==> config.mk <==
export PLATFORM = sky130hd
export DESIGN_NAME = logic_reduce_acc_flat
export DESIGN_NICKNAME = d
export VERILOG_FILES = /design/src/rtl/logic_reduce_acc_if.sv /design/src/rtl/logic_reduce_acc.sv /design/src/flat_wrapper.sv
export SDC_FILE = /design/constraint.sdc
export NUM_CORES = 1
export LEC_CHECK = 0
export BUFFER_PORTS_ARGS = -buffer_cell sky130_fd_sc_hd__buf_2
export CAP_MARGIN = 20
export CORE_AREA = 2 2 81 64
export DETAILED_ROUTE_END_ITERATION = 8
export DIE_AREA = 0 0 83 66
export PLACE_DENSITY = 0.83
export RECOVER_POWER = 100
export SLEW_MARGIN = 10
export SYNTH_ARGS = -nofsm -noshare
export SYNTH_HDL_FRONTEND = slang
export SYNTH_SLANG_ARGS = --single-unit
==> constraint.sdc <==
create_clock -name clk -period 8.5 [get_ports clk]
set_clock_uncertainty 0.1 [all_clocks]
set_input_delay 1.7 -clock clk [delete_from_list [all_inputs] [get_ports clk]]
set_output_delay 1.7 -clock clk [all_outputs]
set_load 0.01 [all_outputs]
==> src/rtl/logic_reduce_acc_if.sv <==
// Stream bundle for logic_reduce_acc: beat input channel and frame-result output channel.
// The DUT takes the slave side; the producer/consumer pair takes the master side.
interface logic_reduce_acc_if #(
    parameter int WIDTH  = 8,
    parameter int NUM_IN = 2,
    parameter int CNT_W  = 8
);
    logic [NUM_IN*WIDTH-1:0] in_data;
    logic [1:0]              in_op;
    logic                    in_last;
    logic                    in_valid;
    logic                    in_ready;
    logic [WIDTH-1:0]        out_data;
    logic [CNT_W-1:0]        out_beats;
    logic [1:0]              out_op;
    logic                    out_valid;
    logic                    out_ready;

    modport master (
        output in_data, in_op, in_last, in_valid, out_ready,
        input  in_ready, out_data, out_beats, out_op, out_valid
    );

    modport slave (
        input  in_data, in_op, in_last, in_valid, out_ready,
        output in_ready, out_data, out_beats, out_op, out_valid
    );
endinterface

==> src/rtl/logic_reduce_acc.sv <==
// Multi-lane AND/OR/XOR/NAND reducer that folds a multi-beat frame into one registered
// result, handed downstream over valid/ready with a saturating beat count.
module logic_reduce_acc #(
    parameter int WIDTH  = 8,
    parameter int NUM_IN = 2,
    parameter int CNT_W  = 8
) (
    input  logic               clk,
    input  logic               reset,
    logic_reduce_acc_if.slave  bus
);

    localparam logic [1:0] OP_AND  = 2'b00;
    localparam logic [1:0] OP_OR   = 2'b01;
    localparam logic [1:0] OP_XOR  = 2'b10;
    localparam logic [1:0] OP_NAND = 2'b11;

    typedef enum logic {
        ST_IDLE  = 1'b0,
        ST_ACCUM = 1'b1
    } state_t;

    // NAND folds as AND; the inversion is applied once, when the result is registered.
    function automatic logic [WIDTH-1:0] base_combine(
        input logic [WIDTH-1:0] a,
        input logic [WIDTH-1:0] b,
        input logic [1:0]       op
    );
        logic [WIDTH-1:0] r;
        case (op)
            OP_AND:  r = a & b;
            OP_OR:   r = a | b;
            OP_XOR:  r = a ^ b;
            OP_NAND: r = a & b;
            default: r = a & b;
        endcase
        return r;
    endfunction

    state_t           state_r;
    state_t           state_next_s;
    logic [1:0]       op_r;
    logic [WIDTH-1:0] acc_r;
    logic [CNT_W-1:0] cnt_r;
    logic [WIDTH-1:0] out_data_r;
    logic [CNT_W-1:0] out_beats_r;
    logic [1:0]       out_op_r;
    logic             out_valid_r;

    logic             first_s;
    logic             accept_s;
    logic             last_accept_s;
    logic [1:0]       op_eff_s;
    logic [WIDTH-1:0] lane_res_s;
    logic [WIDTH-1:0] acc_next_s;
    logic [CNT_W-1:0] cnt_next_s;
    logic [WIDTH-1:0] result_s;

    // The only combinational in-to-out path is out_ready feeding in_ready.
    assign bus.in_ready  = !out_valid_r || bus.out_ready;
    assign bus.out_data  = out_data_r;
    assign bus.out_beats = out_beats_r;
    assign bus.out_op    = out_op_r;
    assign bus.out_valid = out_valid_r;

    assign first_s       = (state_r == ST_IDLE);
    assign accept_s      = bus.in_valid && bus.in_ready;
    assign last_accept_s = accept_s && bus.in_last;

    // Beat datapath: op selection, lane reduction, accumulator and counter next values.
    always_comb begin
        op_eff_s   = op_r;
        lane_res_s = bus.in_data[WIDTH-1:0];
        acc_next_s = acc_r;
        cnt_next_s = cnt_r;
        result_s   = acc_r;
        if (first_s) begin
            op_eff_s = bus.in_op;
        end else begin
            op_eff_s = op_r;
        end
        for (int k = 1; k < NUM_IN; k++) begin
            lane_res_s = base_combine(lane_res_s, bus.in_data[k*WIDTH +: WIDTH], op_eff_s);
        end
        if (first_s) begin
            acc_next_s = lane_res_s;
            cnt_next_s = CNT_W'(1);
        end else begin
            acc_next_s = base_combine(acc_r, lane_res_s, op_eff_s);
            if (cnt_r == {CNT_W{1'b1}}) begin
                cnt_next_s = cnt_r;
            end else begin
                cnt_next_s = cnt_r + CNT_W'(1);
            end
        end
        if (op_eff_s == OP_NAND) begin
            result_s = ~acc_next_s;
        end else begin
            result_s = acc_next_s;
        end
    end

    // Frame state: open on a non-last accept, close on a last accept.
    always_comb begin
        state_next_s = state_r;
        case (state_r)
            ST_IDLE: begin
                if (accept_s && !bus.in_last) begin
                    state_next_s = ST_ACCUM;
                end else begin
                    state_next_s = ST_IDLE;
                end
            end
            ST_ACCUM: begin
                if (last_accept_s) begin
                    state_next_s = ST_IDLE;
                end else begin
                    state_next_s = ST_ACCUM;
                end
            end
            default: state_next_s = ST_IDLE;
        endcase
    end

    // State, accumulator and output result registers.
    always_ff @(posedge clk) begin
        if (reset) begin
            state_r     <= ST_IDLE;
            op_r        <= 2'b00;
            acc_r       <= '0;
            cnt_r       <= '0;
            out_data_r  <= '0;
            out_beats_r <= '0;
            out_op_r    <= 2'b00;
            out_valid_r <= 1'b0;
        end else begin
            state_r <= state_next_s;
            if (accept_s) begin
                acc_r <= acc_next_s;
                cnt_r <= cnt_next_s;
                op_r  <= op_eff_s;
            end
            // A new result may reload in the same cycle the previous one is taken.
            if (last_accept_s) begin
                out_data_r  <= result_s;
                out_beats_r <= cnt_next_s;
                out_op_r    <= op_eff_s;
                out_valid_r <= 1'b1;
            end else if (bus.out_ready) begin
                out_valid_r <= 1'b0;
            end
        end
    end

endmodule

==> src/flat_wrapper.sv <==
// flat-port wrapper written by rule: the top's interface ports become plain ports
module logic_reduce_acc_flat 
#(
    parameter int WIDTH  = 8,
    parameter int NUM_IN = 2,
    parameter int CNT_W  = 8
)
  (clk, reset, bus_in_data, bus_in_op, bus_in_last, bus_in_valid, bus_out_ready, bus_in_ready, bus_out_data, bus_out_beats, bus_out_op, bus_out_valid);
  logic_reduce_acc_if #(.WIDTH(WIDTH), .NUM_IN(NUM_IN), .CNT_W(CNT_W)) bus_i ();
  input  logic clk;
  input  logic reset;
  input wire logic [$bits(bus_i.in_data)-1:0] bus_in_data;
  input wire logic [$bits(bus_i.in_op)-1:0] bus_in_op;
  input wire logic [$bits(bus_i.in_last)-1:0] bus_in_last;
  input wire logic [$bits(bus_i.in_valid)-1:0] bus_in_valid;
  input wire logic [$bits(bus_i.out_ready)-1:0] bus_out_ready;
  output wire logic [$bits(bus_i.in_ready)-1:0] bus_in_ready;
  output wire logic [$bits(bus_i.out_data)-1:0] bus_out_data;
  output wire logic [$bits(bus_i.out_beats)-1:0] bus_out_beats;
  output wire logic [$bits(bus_i.out_op)-1:0] bus_out_op;
  output wire logic [$bits(bus_i.out_valid)-1:0] bus_out_valid;
  assign bus_i.in_data = bus_in_data;
  assign bus_i.in_op = bus_in_op;
  assign bus_i.in_last = bus_in_last;
  assign bus_i.in_valid = bus_in_valid;
  assign bus_i.out_ready = bus_out_ready;
  assign bus_in_ready = bus_i.in_ready;
  assign bus_out_data = bus_i.out_data;
  assign bus_out_beats = bus_i.out_beats;
  assign bus_out_op = bus_i.out_op;
  assign bus_out_valid = bus_i.out_valid;
  logic_reduce_acc #(.WIDTH(WIDTH), .NUM_IN(NUM_IN), .CNT_W(CNT_W)) u_core (.clk(clk), .reset(reset), .bus(bus_i));
endmodule
==> results of run 1 <==
==> critical path: cells and delay by family <==
kind	cells	cell delay (ns)
AOI/OAI and AO/OA	4	1.21
adders and majority gates	2	1.17
muxes	1	0.25
and+or+nand+nor	2	0.23
buffers and inverters	2	0.15
==> power by group <==
part	switching [mW]	total (mW)	leakage (nW)	internal (mW)
combinational	0.0667	0.115	0.857	0.0484
sequential	0.00932	0.197	0.311	0.188
clock	0.0693	0.195	0.0714	0.125
total	0.145	0.507	1.24	0.362
==> Yosys cell counts (3+ instances only) <==
library cell   n
nand2_1       13
nand3_1        5
nand4_1        6
clkbuf_8       3
o21ai_0        3
and2_1         8
a21boi_0       8
ha_1          36
mux2i_1        4
a311o_1        9
nor2_1        27
and4_1         3
dfxtp_1       38
a221o_2        8
nor3b_1        9
a211oi_1      13
nand2b_1       3
clkbuf_1       6
a21oi_1        9
inv_1         36
a32oi_2        8
buf_6          5
o2bb2ai_1      3
a31oi_1        3
a221o_1        8
buf_2          7
nor3_1         3
==> flip-flops by register name (all words and copies together), names as in the netlist, named ones only <==
signal,cells
u_core.bus.out_op,2
u_core.acc_r,8
u_core.bus.out_valid,1
u_core.op_r,2
u_core.bus.out_beats,8
u_core.bus.out_data,8
u_core.cnt_r,8
==> metal layers <==
layer | GRT usage [%] | vias to the layer above
met4 | 4.92 | 0
met5 | 0 | -
met2 | 35.7 | 97
met3 | 6.62 | 5
li1 | - | 1176
met1 | 30.9 | 1058
==> final cells by class <==
| type | instances | share of cell area [%] |
|---|---|---|
| multi-input combinational | 211 | 55.9 |
| sequential | 38 | 25.9 |
| timing repair buffer | 42 | 6.25 |
| inverter | 36 | 4.59 |
| clock buffer | 6 | 2.81 |
| tap | 60 | 2.55 |
| clock inverter | 2 | 2.04 |
==> through the flow <==
stage	hold WS [ns]	power (mW)	area (um2)	util (%)	setup WS, ns
after detailed placement	0.343	0.323	2890	61.3	3.58
after global routing	0.384	0.533	2940	62.5	3.59
after floorplan	0.370	0.301	2790	-	4.10
after CTS	0.367	0.517	3030	64.3	3.90
final	0.367	0.507	2940	62.5	3.86
after global placement	0.341	0.317	2890	61.3	3.71
==> logic make-up after synthesis <==
logic type	share of synthesized area, %
adders and majority gates	16.1
muxes	1.43
AOI/OAI and AO/OA	26.1
and+or+nand+nor	17.0
xor gates and xnor gates	0.314
buffers and inverters	11.7
DFF	27.3
==> final timing paths <==
kind                                   to  cells after the start  slack (ns)               startpoint
hold reg to reg   u_core.bus.out_beats[7]                      1        0.37  u_core.bus.out_beats[7]
setup reg to reg   u_core.bus.out_data[3]                     10        4.38                 register
hold / removal    u_core.bus.out_beats[7]                      1        0.37  u_core.bus.out_beats[7]
setup / recovery   u_core.bus.out_data[3]                     11        3.86             bus_in_op[1]
==> flow_metrics.env, run 1 <==
export IMPL_status="finished, violations left"
export IMPL_violations="max-capacitance violations, max-slew violations"
export IMPL_dr_wl_met2_um=2560
export IMPL_grt_pass1_wl_um=9950
export IMPL_ys_seq_elements=38
export IMPL_met1_length_um=2730
export IMPL_yosys_area_top_type="dfxtp_1"
export IMPL_power_density_nw_per_um2=172
export IMPL_grt_start_max_net_pins=42
export IMPL_rows=22
export IMPL_routed_wl_um=5930
export IMPL_fillCellCount=415
export IMPL_syn_cell_area_um2=2790
export IMPL_worst_hold_path_type="register to register"
export IMPL_via_per_inst=5.91
export IMPL_cp_end_kind="register"
export IMPL_ys_top_cells_by_area="dfxtp_1 27%, ha_1 16%, inv_1 4.8%, a32oi_2 4.7%, nor2_1 3.6%"
export IMPL_slowest_stage="ha_1"
export IMPL_numPlacedInstances=387
export IMPL_grt_use_total_pct=22.7
export IMPL_drc=0
export IMPL_syn2layout_area_growth_pct=5.38
export IMPL_drive_gt1_share_pct=12.2
export IMPL_postRouteAntennaNets=0
export IMPL_final_cell_mix="38 x dfxtp_1, 36 x inv_1, 36 x ha_1"
export IMPL_ff_latch_area_um2=761
export IMPL_syn_avg_cell_area_um2=9.00
export IMPL_multiInputGateArea_um2=1640
export IMPL_total_leakage_power_nw=1.24
export IMPL_drv_slew=42
export IMPL_place_detailed_hpwl_um=4000
export IMPL_fin_crit_ns=4.64
export IMPL_clockBufferDepth=2
export IMPL_max_vdd_ir_drop_v=0.0000908
export IMPL_layout_commonest_cell="dfxtp_1"
export IMPL_drt_pass1_iter_count=4
export IMPL_slowest_delay_ns=0.90
export IMPL_async_flop_share_pct=0
export IMPL_wl_met3_um=587
export IMPL_yosysSeqAreaShare_pct=27.3
export IMPL_path_clk_slew_ns=0.08
export IMPL_max_freq_mhz=215
export IMPL_portBuffers=42
export IMPL_finalCritPeriodShare_pct=54.6
export IMPL_die_w_um=83
export IMPL_routedWlPerCell_um=15.0
export IMPL_worstMarginPinSlew_ns=1.77
export IMPL_path_max_fanout=32
export IMPL_initial_core_util_pct=59.3
export IMPL_final_nets=393
export IMPL_rsz0062_at_grt="no"
export IMPL_cts_setup_buffers=0
export IMPL_postCtsHoldBufs=0
export IMPL_final_cells=395
export IMPL_slew_headroom_pct=-18.1
export IMPL_clock_latency_ns=0.30
export IMPL_overflow=0
export IMPL_gp_congestion=0.818
export IMPL_synth_top_cell_area_share_pct=27.3
export IMPL_cp_start_kind="input port"
export IMPL_yosysWarnings=0
export IMPL_grt_antenna_before_repair=0
export IMPL_diodes=0
export IMPL_coreArea_um2=4710
export IMPL_drt_iter0_markers=199
export IMPL_critPathArrivalTime_ns=4.73
export IMPL_final_hold_viol_count=0
export IMPL_required_ns=8.59
export IMPL_syn_nets=369
export IMPL_synth_cells=310
export IMPL_grt_pass1_vias=2109
export IMPL_cts_tree="built"
export IMPL_crit_chain="buf_2 -> mux2i_1 -> ha_1 -> a221o_2 -> and2_0 -> inv_1 -> ha_1 -> a221o_2 -> a32oi_1 -> nor2_1 -> a311o_1"
export IMPL_cts_sinks=38
export IMPL_io_pins=43
export IMPL_synth_edf_count=0
export IMPL_cts_buffers=5
export IMPL_worst_setup_path_type="input port to register"
export IMPL_die_height_um=66
export IMPL_root_buffer="clkbuf_8"
export IMPL_ys_types=48
export IMPL_synth_top_flop_cell="dfxtp_1"
export IMPL_finalSetupViolCount=0
export IMPL_num_vias=2336
export IMPL_htreeDepth=2
export IMPL_maxUsedRoutingLayer="met4"
export IMPL_cts_repair_resized=0
export IMPL_drv_cap=1
export IMPL_die_area_um2=5480
export IMPL_finalSetupTns_ns=0
Power figures use the tool's default switching activity.
==> run 2: changes to the inputs <==
--- a/config.mk
+++ b/config.mk
@@ -7,10 +7,10 @@
 export LEC_CHECK = 0
 export BUFFER_PORTS_ARGS = -buffer_cell sky130_fd_sc_hd__buf_2
 export CAP_MARGIN = 20
-export CORE_AREA = 2 2 81 64
+export CORE_AREA = 2 2 88 69
 export DETAILED_ROUTE_END_ITERATION = 8
-export DIE_AREA = 0 0 83 66
-export PLACE_DENSITY = 0.83
+export DIE_AREA = 0 0 90 71
+export PLACE_DENSITY = 0.75
 export RECOVER_POWER = 100
 export SLEW_MARGIN = 10
 export SYNTH_ARGS = -nofsm -noshare
==> constraint.sdc (replaced) <==
create_clock -name clk -period 4 [get_ports clk]
set_clock_uncertainty 0.1 [all_clocks]
set_input_delay 0.8 -clock clk [delete_from_list [all_inputs] [get_ports clk]]
set_output_delay 0.8 -clock clk [all_outputs]
set_load 0.01 [all_outputs]
==> flow_metrics.env, run 2 (synthesis results as in run 1) <==
export IMPL_reg2regPathDepth=11
export IMPL_final_cell_mix="38 x dfxtp_1, 36 x inv_1, 36 x ha_1"
export IMPL_cp_start_kind="input port"
export IMPL_grt_antenna_before_repair=0
export IMPL_syn2layout_area_growth_pct=7.71
export IMPL_crit_family="adder cells"
export IMPL_place_detailed_hpwl_um=4340
export IMPL_fillCellCount=522
export IMPL_cts_repair_resized=0
export IMPL_total_power_mw=1.09
export IMPL_postCtsHoldBufs=0
export IMPL_layout_commonest_cell="dfxtp_1"
export IMPL_cp_end_kind="register"
export IMPL_root_buffer="clkbuf_8"
export IMPL_hp_start="u_core.bus.out_beats[6]"
export IMPL_pwr_share_clk_pct=38.1
export IMPL_drive_gt1_share_pct=13.5
export IMPL_path_clk_slew_ns=0.08
export IMPL_gp_congestion=0.882
export IMPL_die_area_um2=6390
export IMPL_htreeDepth=2
export IMPL_crit_chain="buf_2 -> mux2i_1 -> ha_1 -> clkbuf_1 -> nand2_1 -> and2_2 -> inv_1 -> ha_1 -> a221o_1 -> a32oi_1 -> nor2_1 -> a311o_1"
export IMPL_worst_hold_path_type="register to register"
export IMPL_status="complete, no violations"
export IMPL_num_vias=2356
export IMPL_grt_pass1_wl_um=10800
export IMPL_p_int_mw=0.775
export IMPL_cts_setup_buffers=0
export IMPL_r2r_end="u_core.bus.out_data[0]"
export IMPL_rsz0062_at_grt="no"
export IMPL_initial_core_util_pct=50.0
export IMPL_io_pins=43
export IMPL_finalSetupTns_ns=0
export IMPL_finalSetupViolCount=0
export IMPL_slowest_delay_ns=0.75
export IMPL_drt_iter0_markers=192
export IMPL_portBuffers=42
export IMPL_switching_share_pct=28.6
export IMPL_required_ns=4.09
export IMPL_slowest_stage="ha_1"
export IMPL_critPathArrivalTime_ns=3.77
export IMPL_pre_cts_ws_ns=0.112
export IMPL_combPwrFrac_pct=23.7
export IMPL_routedWlPerCell_um=14.7
export IMPL_cts_tree="built"
export IMPL_worst_path_most_repeated_cell="ha_1"
export IMPL_grt_use_total_pct=20.8
export IMPL_worst_setup_path_type="input port to register"
export IMPL_final_hold_viol_count=0
export IMPL_die_height_um=71
export IMPL_ff2ff_setup_slack_ns=0.42
export IMPL_pwr_share_seq_pct=38.2
export IMPL_critPathBufInv=3
export IMPL_rows=24
export IMPL_via_per_inst=5.61
export IMPL_power_density_nw_per_um2=361
export IMPL_cts_sinks=38
export IMPL_switchingPower_mw=0.311
export IMPL_slew_headroom_pct=10.4
export IMPL_drv_slew=0
export IMPL_fin_ws_ns=0.317
export IMPL_clockBufferDepth=2
export IMPL_utilization_pct=53.8
export IMPL_fin_area_um2=3010
export IMPL_placed_area_um2=2960
export IMPL_finalCritPeriodShare_pct=92.1
export IMPL_clock_latency_ns=0.30
export IMPL_drc=0
export IMPL_max_freq_mhz=271
export IMPL_final_nets=400
export IMPL_path_max_fanout=24
export IMPL_cts_buffers=5
export IMPL_grt_start_max_net_pins=28
export IMPL_multiInputGateArea_um2=1640
export IMPL_grt_pass1_vias=2293
export IMPL_fin_crit_ns=3.68
export IMPL_max_vdd_ir_drop_v=0.000274
export IMPL_ff_latch_area_um2=761
export IMPL_drt_pass1_iter_count=4
export IMPL_routed_wl_um=6170
export IMPL_overflow=0
export IMPL_diodes=0
export IMPL_drv_cap=0
export IMPL_worstMarginPinSlew_ns=1.34
export IMPL_postRouteAntennaNets=0
export IMPL_min_path_cells=1
export IMPL_total_leakage_power_nw=1.27
export IMPL_coreArea_um2=5590
export IMPL_die_w_um=90
export IMPL_min_delay_worst_endpoint="u_core.bus.out_beats[6]"
## run 2: worst max-delay path by stage
stage | slack (ns) | from | depth (start not counted) | to
4_1_cts | 0.42 | bus_in_op[1] | 12 | u_core.bus.out_data[0]
6_report | 0.32 | bus_in_op[1] | 12 | u_core.bus.out_data[0]
5_1_grt | 0.12 | bus_in_op[1] | 12 | u_core.bus.out_data[0]
3_3_place_gp | 0.20 | bus_in_op[1] | 12 | u_core.bus.out_data[3]
2_1_floorplan | 0.50 | bus_in_op[1] | 13 | u_core.bus.out_data[2]
3_5_place_dp | 0.11 | bus_in_op[1] | 12 | u_core.bus.out_data[0]
## run 2: power groups by stage
stage          registers, mW  logic [mW]  clock network, mW
3_3_place_gp           0.423       0.265                  0
6_report               0.415       0.257              0.414
2_1_floorplan          0.424       0.216                  0
3_5_place_dp           0.424       0.276                  0
5_1_grt                0.418       0.293              0.434
4_1_cts                0.415       0.278              0.416
## run 2: metrics by stage
| step | std cells | hold WS, ns |
|---|---|---|
| floorplan | 310 | 0.370 |
| global placement | 412 | 0.344 |
| detailed placement | 412 | 0.346 |
| CTS | 420 | 0.364 |
| global route | 420 | 0.405 |
| finish | 420 | 0.364 |
## run 2: metal layers
layer  vias to the layer above  track usage [%]  part of all wire [%]
met4                         0             7.69                   1.5
li1                       1185                -                     -
met5                         -                0                     0
met2                        66             33.8                    44
met3                         8             3.83                   5.0
met1                      1097             28.0                    49
## run 2: area by class of cell
class / instances / share of cell area (%)
Clock buffer: 6 / 2.75
Clock inverter: 2 / 2.00
Inverter: 36 / 4.49
Multi-Input combinational cell: 211 / 54.7
Sequential cell: 38 / 25.3
Tap cell: 78 / 3.25
Timing Repair Buffer: 49 / 7.53
